## config.mk

```make
export PLATFORM = sky130hd
export DESIGN_NAME = string_capture
export DESIGN_NICKNAME = d
export VERILOG_FILES = /design/src/rtl/string_capture.sv
export SDC_FILE = /design/constraint.sdc
export NUM_CORES = 1
export LEC_CHECK = 0
export ABC_AREA = 1
export CELL_PAD_IN_SITES_DETAIL_PLACEMENT = 1
export CELL_PAD_IN_SITES_GLOBAL_PLACEMENT = 1
export CORE_ASPECT_RATIO = 0.7
export CORE_MARGIN = 4
export CORE_UTILIZATION = 31
export DETAILED_ROUTE_END_ITERATION = 7
export DONT_BUFFER_PORTS = 1
export PLACE_DENSITY_LB_ADDON = 0.1
export RECOVER_POWER = 100
export SLEW_MARGIN = 10
export SYNTH_ARGS = -nofsm -noshare
export SYNTH_HDL_FRONTEND = slang
export SYNTH_SLANG_ARGS = --single-unit
export TNS_END_PERCENT = 50
```

## constraint.sdc

```tcl
create_clock -name clk -period 8.3 [get_ports clk]
set_input_delay 1.66 -clock clk [delete_from_list [all_inputs] [get_ports clk]]
set_output_delay 1.66 -clock clk [all_outputs]
set_load 0.02 [all_outputs]
```

## src/rtl/string_capture.sv

```systemverilog
// Serial-to-parallel frame capture: shifts WIDTH bits in MSB first, then holds the
// frame until the consumer acknowledges it. Shifts arriving while full raise Overrun.
module string_capture #(
  parameter int unsigned WIDTH = 77
) (
  input  logic                       clk,
  input  logic                       rst,
  input  logic                       Start,
  input  logic                       SerIn,
  input  logic                       Shift,
  input  logic                       Ack,
  output logic [WIDTH-1:0]           String,
  output logic [$clog2(WIDTH+1)-1:0] Count,
  output logic                       Busy,
  output logic                       Ready,
  output logic                       Overrun
);

  localparam int unsigned CntW = $clog2(WIDTH + 1);
  localparam logic [CntW-1:0] LastIdx = CntW'(WIDTH - 1);

  typedef enum logic [1:0] {StIdle, StCollect, StFull} state_e;

  state_e            state_q, state_d;
  logic [WIDTH-1:0]  string_q, string_d;
  logic [CntW-1:0]   count_q, count_d;
  logic              overrun_q, overrun_d;

  always_ff @(posedge clk or posedge rst) begin
    if (rst) begin
      state_q   <= StIdle;
      string_q  <= '0;
      count_q   <= '0;
      overrun_q <= 1'b0;
    end else begin
      state_q   <= state_d;
      string_q  <= string_d;
      count_q   <= count_d;
      overrun_q <= overrun_d;
    end
  end

  always_comb begin
    state_d   = state_q;
    string_d  = string_q;
    count_d   = count_q;
    overrun_d = overrun_q;
    // Start wins over any coincident Shift or Ack, in every state.
    if (Start) begin
      state_d   = StCollect;
      string_d  = '0;
      count_d   = '0;
      overrun_d = 1'b0;
    end else begin
      unique case (state_q)
        StIdle: ;
        StCollect: begin
          if (Shift) begin
            string_d = {string_q[WIDTH-2:0], SerIn};
            count_d  = count_q + 1'b1;
            if (count_q == LastIdx) begin
              state_d = StFull;
            end
          end
        end
        StFull: begin
          if (Shift) begin
            overrun_d = 1'b1;
          end
          if (Ack) begin
            state_d = StIdle;
          end
        end
        default: state_d = StIdle;
      endcase
    end
  end

  assign String  = string_q;
  assign Count   = count_q;
  assign Overrun = overrun_q;
  assign Busy    = (state_q == StCollect);
  assign Ready   = (state_q == StFull);

endmodule

```

==> impl_metrics.yaml <==
yosys:
  synth_xor_area_share_pct: 0
  synth-seq-area-share_pct: 57.8
  yosys.area_share.adder_pct: 0.664
  syn-instance-count: 428
  synth_compound_area_share_pct: 11.3
  yosys_warnings: 0
  synth_top_area_share_pct: 57.8
  yosysTopAreaCell: "dfrtp_1"
  synth.area.mux_share_pct: 0
  yosys.area_share.simple_pct: 23.2
  ys_seq_elements: 87
  yosys.cell_types.count: 17
  synthTopCellsByArea: "dfrtp_1 (58%), nand3_1 (11%), o21ai_0 (10%)"
  netlist_area_um2: 3770
  avgSynthCellArea_um2: 8.80
  synth_top_family_by_area: "simple AND/OR/NAND/NOR gates"
  synth.net_count: 436
drt:
  avgViaCountPerCell: 4.96
  drtAntennaViolNets: 0
  first_pass_iters: 4
  drt_drc_violations_left: 0
  wl_mm: 9.48
  drt-initial-drc-count: 159
  post_drt_wl_per_cell_um: 16.6
  num_vias: 2827
timing:
  post-route-period-util_pct: 51.8
  rsz0062_at_grt: "no"
  fmaxAchievable_ghz: 0.232
  hold_viol: 0
  tightest_slew_ns: 1.96
  final-setup-viol-count: 0
  skew_ns: 0.00585
  fin_crit_ns: 4.30
  relSlewSlack_pct: -31.5
  drv_slew: 60
  final.setup.tns_ns: 0
place:
  portBuffers: 0
  placedCellCount: 554
  gp_congestion: 0.718
  dpl.hpwl_mm: 5.97
worst_setup_path:
  startpoint_type: "primary input"
  worstPathCellList: "clkinvlp_2, buf_4, nand3_1, o21ai_0"
  crit_arrival_ns: 4.48
  critPathCaptureType: "flop"
  setup.worst_path.class: "primary input to flop"
  cp.required_ns: 8.48
  critPathMaxStageDelay_ns: 1.44
  crit_path_top_delay_cell: "clkinvlp_2"
  crit_fanout: 98
finish:
  n_antenna_cell: 0
  fillCellCount: 1377
  fin_cells: 570
  final_common_cell: "nand2_1"
  finish.utilization_pct: 35.1
  multi_input_area_um2: 1320
  drive_gt1_share_pct: 4.84
  syn2layout_area_growth_pct: 10.1
  final_net_count: 416
  register_area_um2: 2180
  final_cell_mix: "nand2_1 (98), dfrtp_1 (87), nand3_1 (82), o21ai_0 (75), inv_1 (21)"
global_route:
  grt_antenna_before_repair: 0
  grt.overflow.total: 0
  groute.usage.overall_pct: 14.1
  grt_pass1_vias: 2933
  grt_pass1_wl_mm: 16.1
  grt_start_max_net_pins: 103
cts:
  ctsHoldBuffers: 0
  htree_levels: 3
  numCtsBuffers: 9
  cts_tree: "done"
  post_cts_resized: 0
  post_cts_buffers: 0
  clkSlewWorstSetupHoldPaths_ns: 0.07
  clock-sinks: 87
  clk_latency_ns: 0.33
  clockRootBuffer: "clkbuf_16"
  clockBufferDepth: 2
min_path:
  min_path_type: "flop to flop"
die:
  dieArea_um2: 14000
  die_x_um: 140
  core_area_um2: 11800
  die_h_um: 100
  rows: 33
  ios: 93
  start_util_pct: 31.9
job:
  cap_viol_max_count: 1
pwr:
  max-vdd-ir-drop_mv: 0.0973
  leakage_nw: 1.76
  power.density_nw_per_um2: 231
run_status:
  failed_checks: "capacitance limit, slew limit"
  status: "complete, but fails checks"
-- Yosys cell counts, drive strengths merged --
cell    count
nand4       2
nand2      98
o21bai      1
clkbuf      6
a21oi       3
o21ai      75
o31ai       3
inv        23
dfrtp      87
buf        28
nand3      83
nor2       17
ha          2
-- cells by family (layout without fill, tap and decap cells) --
logic type      Yosys count  after routing
simple gates            200            200
flops                    87             87
compound gates           82             82
buf+inv                  57             42
fa+ha+maj                 2              2
-- critical path, delay by kind of cell --
| family | cells | cell delay (ns) |
|---|---|---|
| buffers and inverters | 2 | 2.41 |
| AOI/OAI and AO/OA | 1 | 0.10 |
| and+or+nand+nor | 1 | 0.21 |
-- flip-flops by register name (all words and copies together), names as in the netlist --
register  cells
state_q       2
Count         7
Overrun       1
String       77
-- final timing paths --
check | endpoint | startpoint | slack (ns) | cells past startpoint
setup / recovery | String[40]$_DFFE_PP0P_ | Start | 4.00 | 4
hold / removal | state_q[0]$_DFFE_PP0P_ | state_q[0]$_DFFE_PP0P_ | 0.62 | 2
setup reg to reg | Count[4]$_DFFE_PP0P_ | state_q[0]$_DFFE_PP0P_ | 5.68 | 7
hold reg to reg | state_q[0]$_DFFE_PP0P_ | state_q[0]$_DFFE_PP0P_ | 0.62 | 2
max in group asynchronous | String[4]$_DFFE_PP0P_ | rst | 5.51 | 2
min in group asynchronous | String[29]$_DFFE_PP0P_ | rst | 1.44 | 1
-- where the power goes --
part           leakage, nW  total (W)  internal, W  switching, W
Combinational        0.390  0.0000565   0.00000785     0.0000486
Clock                0.164   0.000466     0.000303      0.000163
Sequential            1.21   0.000436     0.000428    0.00000781
Total                 1.76   0.000958     0.000739      0.000220
-- routing by layer --
metal	global-route usage (%)	share of wire, %
met1	19.2	47
met2	20.7	44
met5	0	0
met3	6.05	8.6
met4	4.02	1.1
-- final cells by class --
class                      count  area share [%]
sequential                    87            52.5
multi-input combinational    284            31.9
clock buffer                  13            6.03
tap                          157            4.74
clock inverter                 3            2.17
inverter                      23            2.14
timing repair buffer           3           0.543
-- through the flow --
stage | hold slack (ns) | instance area [um2] | setup slack [ns] | total power [W]
floorplan | 0.547 | 3770 | 4.39 | 0.000494
global placement | 0.609 | 3810 | 4.74 | 0.000501
detailed placement | 0.614 | 3810 | 4.69 | 0.000502
CTS | 0.631 | 4150 | 5.04 | 0.000978
global route | 0.663 | 4150 | 3.55 | 0.00100
finish | 0.618 | 4150 | 4.00 | 0.000958
(Power assumes the default switching activity.)
